`config.mk`:
```
export PLATFORM = sky130hd
export DESIGN_NAME = vram_stream_ctrl_flat
export DESIGN_NICKNAME = d
export VERILOG_FILES = /design/src/rtl/vram_pkg.sv /design/src/rtl/vram_stream_ctrl_if.sv /design/src/rtl/pix_fifo.sv /design/src/rtl/vram_stream_ctrl.sv /design/src/flat_wrapper.sv
export SDC_FILE = /design/constraint.sdc
export NUM_CORES = 1
export LEC_CHECK = 0
export BUFFER_PORTS_ARGS = -buffer_cell sky130_fd_sc_hd__buf_2
export CAP_MARGIN = 10
export CORE_MARGIN = 4
export CORE_UTILIZATION = 29
export CTS_CLUSTER_DIAMETER = 120
export DETAILED_ROUTE_END_ITERATION = 12
export PLACE_DENSITY_LB_ADDON = 0.3
export RECOVER_POWER = 25
export SETUP_SLACK_MARGIN = 0.4
export SLEW_MARGIN = 20
export SYNTH_ARGS = -nofsm -noshare
export SYNTH_HDL_FRONTEND = slang
export SYNTH_SLANG_ARGS = --single-unit
```
`constraint.sdc`:
```
create_clock -name clk_sys -period 4.1 [get_ports clk_sys]
set_clock_uncertainty 0.2 [all_clocks]
set_input_delay 0 -clock clk_sys [delete_from_list [all_inputs] [get_ports clk_sys]]
set_output_delay 0 -clock clk_sys [all_outputs]
set_load 0.005 [all_outputs]
```
`src/rtl/vram_pkg.sv`:
```
// Shared types and defaults for the VRAM stream controller.
//   PIX_W / CNT_W : pixel and pixel-counter widths
//   state_t       : controller FSM states
package vram_pkg;

  localparam int unsigned PIX_W          = 24;
  localparam int unsigned CNT_W          = 24;
  localparam int unsigned PRELOAD_DEF    = 81;
  localparam int unsigned RST_CYCLES_DEF = 2;

  typedef enum logic [1:0] {
    IDLE   = 2'd0,
    RST    = 2'd1,
    FILL   = 2'd2,
    STREAM = 2'd3
  } state_t;

endpackage

```
`src/rtl/vram_stream_ctrl_if.sv`:
```
// Pixel-stream input and VRAM write-port signals of the stream controller.
//   master : controller view (accepts pixels, drives the VRAM write port)
//   slave  : host/vga view (sources pixels, consumes the VRAM write port)
interface vram_stream_ctrl_if;
  import vram_pkg::*;

  logic             pix_valid;
  logic [PIX_W-1:0] pix_data;
  logic             pix_ready;
  logic             vram_ready;
  logic             vram_synced;
  logic             vram_req;
  logic [7:0]       r_vram_out;
  logic [7:0]       g_vram_out;
  logic [7:0]       b_vram_out;
  logic             vram_reset;
  logic             vram_active;

  modport master (
    input  pix_valid, pix_data, vram_ready, vram_synced,
    output pix_ready, vram_req, r_vram_out, g_vram_out, b_vram_out,
           vram_reset, vram_active
  );

  modport slave (
    output pix_valid, pix_data, vram_ready, vram_synced,
    input  pix_ready, vram_req, r_vram_out, g_vram_out, b_vram_out,
           vram_reset, vram_active
  );
endinterface

```
`src/rtl/pix_fifo.sv`:
```
// Synchronous pixel FIFO; head word is registered into dout on pop.
//   clk, rst_n : clock, async active-low reset
//   flush      : empty the FIFO (a same-cycle pop still updates dout)
//   push, din  : write side
//   pop, dout  : read side, dout valid the cycle after pop
//   full, empty: status flags
module pix_fifo #(
  parameter int unsigned DEPTH = 16,
  parameter int unsigned W     = 24
) (
  input  logic         clk,
  input  logic         rst_n,
  input  logic         flush,
  input  logic         push,
  input  logic [W-1:0] din,
  input  logic         pop,
  output logic [W-1:0] dout,
  output logic         full,
  output logic         empty
);
  localparam int unsigned AW = $clog2(DEPTH);
  localparam int unsigned CW = AW + 1;

  logic [W-1:0]  mem [DEPTH];
  logic [AW-1:0] wr_ptr;
  logic [AW-1:0] rd_ptr;
  logic [CW-1:0] count;
  logic          do_push;
  logic          do_pop;

  assign full    = (count == CW'(DEPTH));
  assign empty   = (count == '0);
  assign do_push = push && !full && !flush;
  assign do_pop  = pop && !empty;

  // Storage array, no reset needed.
  always_ff @(posedge clk) begin
    if (do_push) mem[wr_ptr] <= din;
  end

  // Pointers, occupancy and registered head.
  always_ff @(posedge clk or negedge rst_n) begin
    if (!rst_n) begin
      wr_ptr <= '0;
      rd_ptr <= '0;
      count  <= '0;
      dout   <= '0;
    end else begin
      if (do_pop) dout <= mem[rd_ptr];
      if (flush) begin
        wr_ptr <= '0;
        rd_ptr <= '0;
        count  <= '0;
      end else begin
        if (do_push) wr_ptr <= wr_ptr + AW'(1);
        if (do_pop)  rd_ptr <= rd_ptr + AW'(1);
        case ({do_push, do_pop})
          2'b10:   count <= count + CW'(1);
          2'b01:   count <= count - CW'(1);
          default: count <= count;
        endcase
      end
    end
  end
endmodule

```
`src/rtl/vram_stream_ctrl.sv`:
```
// Sequences a host pixel stream into the vga dual-bank VRAM write port.
//   clk_sys, reset_n         : clock, async active-low reset
//   H, V                     : frame geometry, sampled on frame_start
//   frame_start/resync/stop  : frame control pulses
//   bus (master)             : pixel input handshake and VRAM write port
//   frame_done, pix_written  : progress of the current frame
//   underrun, bad_geom       : sticky errors, cleared by an accepted start
//   abort_cnt                : saturating count of aborted frames
module vram_stream_ctrl
  import vram_pkg::*;
#(
  parameter int unsigned FIFO_DEPTH = 16,
  parameter int unsigned PRELOAD    = PRELOAD_DEF,
  parameter int unsigned RST_CYCLES = RST_CYCLES_DEF
) (
  input  logic             clk_sys,
  input  logic             reset_n,
  input  logic [15:0]      H,
  input  logic [15:0]      V,
  input  logic             frame_start,
  input  logic             frame_resync,
  input  logic             stream_stop,
  vram_stream_ctrl_if.master bus,
  output logic             frame_done,
  output logic [CNT_W-1:0] pix_written,
  output logic             underrun,
  output logic             bad_geom,
  output logic [7:0]       abort_cnt
);
  localparam int unsigned RST_W = $clog2(RST_CYCLES + 1);

  state_t           state;
  logic [CNT_W-1:0] total;
  logic [RST_W-1:0] rst_cnt;
  logic             vram_req_q;
  logic             vram_reset_q;
  logic             vram_active_q;

  logic [PIX_W-1:0] head;
  logic             fifo_full;
  logic             fifo_empty;

  logic [CNT_W-1:0] total_c;
  logic [CNT_W-1:0] preload_tgt_c;
  logic             writing_c;
  logic             push_c;
  logic             pop_c;
  logic             last_c;
  logic             start_c;
  logic             to_rst_c;
  logic             flush_c;

  // Issue and transition decode from the current registers.
  always_comb begin
    total_c       = CNT_W'(H) * CNT_W'(V);
    preload_tgt_c = (total < CNT_W'(PRELOAD)) ? total : CNT_W'(PRELOAD);
    writing_c     = (state == FILL) || (state == STREAM);
    push_c        = bus.pix_valid && !fifo_full && writing_c;
    pop_c         = writing_c && !fifo_empty && bus.vram_ready &&
                    (pix_written < total) && !stream_stop;
    last_c        = pop_c && ((pix_written + CNT_W'(1)) == total);
    start_c       = frame_start && !stream_stop && (total_c != '0);
    to_rst_c      = frame_resync || !vram_active_q;
    // FIFO is emptied whenever the next state is RST or IDLE.
    flush_c       = stream_stop || (start_c && to_rst_c) || (last_c && !start_c);
  end

  pix_fifo #(
    .DEPTH (FIFO_DEPTH),
    .W     (PIX_W)
  ) u_fifo (
    .clk   (clk_sys),
    .rst_n (reset_n),
    .flush (flush_c),
    .push  (push_c),
    .din   (bus.pix_data),
    .pop   (pop_c),
    .dout  (head),
    .full  (fifo_full),
    .empty (fifo_empty)
  );

  // Controller FSM with registered outputs; later statements take priority.
  always_ff @(posedge clk_sys or negedge reset_n) begin
    if (!reset_n) begin
      state         <= IDLE;
      total         <= '0;
      pix_written   <= '0;
      rst_cnt       <= '0;
      vram_req_q    <= 1'b0;
      vram_reset_q  <= 1'b0;
      vram_active_q <= 1'b0;
      frame_done    <= 1'b0;
      underrun      <= 1'b0;
      bad_geom      <= 1'b0;
      abort_cnt     <= '0;
    end else begin
      vram_req_q <= pop_c;
      frame_done <= last_c;
      if (pop_c) pix_written <= pix_written + CNT_W'(1);

      case (state)
        RST: begin
          if (rst_cnt == RST_W'(RST_CYCLES - 1)) begin
            vram_reset_q <= 1'b0;
            state        <= FILL;
          end else begin
            rst_cnt <= rst_cnt + RST_W'(1);
          end
        end
        FILL: begin
          if (pop_c && ((pix_written + CNT_W'(1)) == preload_tgt_c)) begin
            vram_active_q <= 1'b1;
            state         <= last_c ? IDLE : STREAM;
          end
        end
        STREAM: begin
          if (vram_active_q && !bus.vram_synced) underrun <= 1'b1;
          if (last_c) state <= IDLE;
        end
        default: ;
      endcase

      // A completing write in the start cycle is not an abort.
      if (frame_start && !stream_stop) begin
        if (!start_c) begin
          bad_geom <= 1'b1;
        end else begin
          underrun    <= 1'b0;
          bad_geom    <= 1'b0;
          pix_written <= '0;
          total       <= total_c;
          if (writing_c && !last_c && (abort_cnt != 8'hFF))
            abort_cnt <= abort_cnt + 8'd1;
          if (to_rst_c) begin
            state         <= RST;
            rst_cnt       <= '0;
            vram_reset_q  <= 1'b1;
            vram_active_q <= 1'b0;
          end else begin
            state <= STREAM;
          end
        end
      end

      if (stream_stop) begin
        state         <= IDLE;
        vram_active_q <= 1'b0;
        vram_reset_q  <= 1'b0;
      end
    end
  end

  assign bus.pix_ready   = !fifo_full && writing_c;
  assign bus.vram_req    = vram_req_q;
  assign bus.vram_reset  = vram_reset_q;
  assign bus.vram_active = vram_active_q;
  assign bus.r_vram_out  = head[23:16];
  assign bus.g_vram_out  = head[15:8];
  assign bus.b_vram_out  = head[7:0];
endmodule

```
`src/flat_wrapper.sv`:
```
// flat-port wrapper written by rule: the top's interface ports become plain ports
module vram_stream_ctrl_flat import vram_pkg::*;
#(
  parameter int unsigned FIFO_DEPTH = 16,
  parameter int unsigned PRELOAD    = PRELOAD_DEF,
  parameter int unsigned RST_CYCLES = RST_CYCLES_DEF
)
  (clk_sys, reset_n, H, V, frame_start, frame_resync, stream_stop, frame_done, pix_written, underrun, bad_geom, abort_cnt, bus_pix_valid, bus_pix_data, bus_vram_ready, bus_vram_synced, bus_pix_ready, bus_vram_req, bus_r_vram_out, bus_g_vram_out, bus_b_vram_out, bus_vram_reset, bus_vram_active);
  vram_stream_ctrl_if bus_i ();
  input  logic clk_sys;
  input  logic reset_n;
  input  logic [15:0] H;
  input  logic [15:0] V;
  input  logic frame_start;
  input  logic frame_resync;
  input  logic stream_stop;
  output logic frame_done;
  output logic [CNT_W-1:0] pix_written;
  output logic underrun;
  output logic bad_geom;
  output logic [7:0] abort_cnt;
  input wire logic [$bits(bus_i.pix_valid)-1:0] bus_pix_valid;
  input wire logic [$bits(bus_i.pix_data)-1:0] bus_pix_data;
  input wire logic [$bits(bus_i.vram_ready)-1:0] bus_vram_ready;
  input wire logic [$bits(bus_i.vram_synced)-1:0] bus_vram_synced;
  output wire logic [$bits(bus_i.pix_ready)-1:0] bus_pix_ready;
  output wire logic [$bits(bus_i.vram_req)-1:0] bus_vram_req;
  output wire logic [$bits(bus_i.r_vram_out)-1:0] bus_r_vram_out;
  output wire logic [$bits(bus_i.g_vram_out)-1:0] bus_g_vram_out;
  output wire logic [$bits(bus_i.b_vram_out)-1:0] bus_b_vram_out;
  output wire logic [$bits(bus_i.vram_reset)-1:0] bus_vram_reset;
  output wire logic [$bits(bus_i.vram_active)-1:0] bus_vram_active;
  assign bus_i.pix_valid = bus_pix_valid;
  assign bus_i.pix_data = bus_pix_data;
  assign bus_i.vram_ready = bus_vram_ready;
  assign bus_i.vram_synced = bus_vram_synced;
  assign bus_pix_ready = bus_i.pix_ready;
  assign bus_vram_req = bus_i.vram_req;
  assign bus_r_vram_out = bus_i.r_vram_out;
  assign bus_g_vram_out = bus_i.g_vram_out;
  assign bus_b_vram_out = bus_i.b_vram_out;
  assign bus_vram_reset = bus_i.vram_reset;
  assign bus_vram_active = bus_i.vram_active;
  vram_stream_ctrl #(.FIFO_DEPTH(FIFO_DEPTH), .PRELOAD(PRELOAD), .RST_CYCLES(RST_CYCLES)) u_core (.clk_sys(clk_sys), .reset_n(reset_n), .H(H), .V(V), .frame_start(frame_start), .frame_resync(frame_resync), .stream_stop(stream_stop), .bus(bus_i), .frame_done(frame_done), .pix_written(pix_written), .underrun(underrun), .bad_geom(bad_geom), .abort_cnt(abort_cnt));
endmodule
```
==> reports/metrics.csv <==
metric,value,unit
required,4390,ps
core,0.09657,sq mm
hold_ws,43.20,ps
vias,19120,
drc_errors,0,
clk_latency,630,ps
rsz0062_at_grt,true,
synth-main-ff-cell,edfxtp_1,
power_density,693.8,mW/mm^2
synth_most_common_cell,edfxtp_1,
dpl.hpwl,53640,um
violations,negative setup slack,
syn-instance-count,2151,
leakage,0.01468,uW
finalSetupViolCount,461,
ys_ff_latch,487,
synth_edf_count,384,
slowest_stage,fa_1,
hold_violations,0,
drt_iter0_drc,1437,
timing.slew.headroom,0.3689,
startpoint_type,primary input,
synth_commonest_cells,"edfxtp_1, inv_1, nand2_1",
cts-root-buf,clkbuf_16,
ios,127,
finalCoreUtilization,0.3795,
drive_above_1_share,0.3075,
critPathMaxFanout,12,
place_inst,3782,
gp_congestion,0.8476,
grt_pass1_wl,120400,um
timing.rr.start,u_core.pix_written[1],
r2r-end,u_core.u_fifo.count[4],
firstDrtPassIters,6,
synth.distinct_cells,81,
finalSetupTns,-1194920,ps
cts_tree,done,
synth_area_leader_cell,edfxtp_1,
fp-row-count,114,
crit_top_cell,fa_1,
finalPower,25420,uW
synth_top_area_share,0.4093,
syn_nets,2488,
die_area,0.1022,sq mm
wirelength,78660,um
timing.final.crit_period,7055,ps
finalNonFillerCells,3984,
grt_max_degree,61,
async_flop_share,0.2115,
finalCritPeriodShare,1.721,
synth_area_leaders,"edfxtp_1, fa_1, dfrtp_1, mux4_2, ha_1",
grt_use_total,0.1514,
postRouteAntennaNets,0,
h-tree-depth,2,
first_global_vias,20240,
setup_ws,-2955,ps
rrSetupSlack,-510,ps
worstSetupEndpointType,flop,
slowest_delay,560,ps
worst_pin_slew,946.7,ps
cts_buffers,52,
worstPathArrival,7350,ps
antenna_found_initial,5,
max_freq,141.7,MHz
area_growth_syn_to_layout,30.06,%
status,"complete, but fails checks",
avgSynthCellArea,13.10,sq um
routedWlPerCell,19.74,um
initial_utilization,0.2918,
clkTransAtPathRegs,60,ps
fp.dieH,319.7,um
crit_end,u_core.u_fifo.count[4],
viasPerCell,4.799,
critPathLaunch,H[12],
reg2regPathDepth,19,
finalMaxSlewViolations,0,
crit_type,primary input to flop,
cts.sinks,487,
overflow,0,
ir_worst_vdd,0.0009639,V
synth_warnings,0,
ys_seq_area_frac,0.5008,
maxCapViolations,0,
syn_area,0.02817,sq mm
hp-class,primary input to flop,
die_w,319.7,um
clk_path_buf_depth,3,
io_buffers,126,
nets,3000,
-- cell families after synthesis --
| logic type | after synthesis | synth area share |
|---|---|---|
| simple gates | 562 | 0.09988 |
| flops | 487 | 0.5008 |
| buf+inv | 359 | 0.04907 |
| fa+ha+maj | 273 | 0.1663 |
| compound gates | 219 | 0.05316 |
| mux | 153 | 0.09890 |
| xor+xnor | 98 | 0.03193 |
-- sequential cells by signal, summed over array words and instances (netlist names) --
name	cells
u_core.u_fifo.mem	384
u_core.underrun	1
u_core.u_fifo.dout	24
u_core.state	2
u_core.abort_cnt	8
u_core.pix_written	24
u_core.rst_cnt	2
u_core.u_fifo.rd_ptr	4
u_core.frame_done	1
u_core.u_fifo.wr_ptr	4
u_core.bad_geom	1
u_core.bus.vram_reset	1
u_core.u_fifo.count	5
u_core.total	24
u_core.bus.vram_active	1
u_core.bus.vram_req	1
-- worst max-delay path, delay by kind of cell --
| family | cells | cell delay, ps |
|---|---|---|
| AO/OA/AOI/OAI | 5 | 1170 |
| XOR/XNOR | 2 | 250 |
| adder cells (fa/ha/maj) | 9 | 3890 |
| buffers and inverters | 7 | 390 |
| multiplexers | 1 | 350 |
| AND/OR/NAND/NOR | 8 | 1290 |
-- metrics by stage --
step / worst slack, ps / area [sq um]
2_1_floorplan: -3388 / 28520
3_3_place_gp: -3874 / 33130
3_5_place_dp: -3863 / 33130
4_1_cts: -2811 / 36230
5_1_grt: -3217 / 36640
6_report: -2955 / 36640
-- where the power goes --
group / internal (uW) / switching, uW
clock: 2480 / 1990
combinational: 8100 / 7280
sequential: 5480 / 104
-- worst min-delay path by stage --
stage | end | start | cells past startpoint | slack (ps)
after floorplan | u_core.abort_cnt[0] | reset_n | 0 | -500
after global placement | u_core.pix_written[3] | reset_n | 1 | -160
after detailed placement | u_core.pix_written[3] | reset_n | 1 | -160
after CTS | u_core.total[2] | V[1] | 7 | 2
after global routing | u_core.total[2] | V[1] | 7 | 70
final | u_core.total[2] | V[1] | 7 | 40
-- routing by layer --
layer	up-vias	global-route usage	share of wire
li1	8632	-	-
met1	9836	0.2006	0.43
met2	534	0.2532	0.48
met3	113	0.03582	0.071
met4	4	0.03368	0.020
met5	-	0	0.00027
-- placed cells by master (no fill, tap or decap), types with 24 or more instances in the layout --
master,instances
a21oi_1,31
a31oi_1,28
and2_1,89
buf_12,42
buf_2,91
buf_4,332
buf_6,28
clkbuf_1,24
clkbuf_16,58
dfrtp_1,99
dlygate4sd3_1,34
edfxtp_1,384
fa_1,162
ha_1,91
inv_1,239
mux2_2,36
mux4_2,96
nand2_1,201
nand3_1,27
nor2_1,94
o21ai_0,32
xnor2_1,57
xor2_1,38
-- final cells by class --
cell class	instances	area, sq um
Inverter	250	945.9
Sequential cell	487	14120
Clock inverter	30	251.5
Multi-Input combinational cell	1305	13150
Clock buffer	67	1388
Antenna cell	2	5.005
Timing Repair Buffer	567	5185
Tap cell	1276	1597
Fill cell	9184	59920
-- repair_timing --
action / in CTS / in global routing
pin swaps: 34 / 36
cloned: 15 / 6
endpoints found under the hold margin: 518 / 0
hold buffers: 35 / 0
buffers inserted: 31 / 16
endpoints found under the setup margin: 461 / 476
resized for setup: 97 / 42
(Power assumes the default switching activity.)
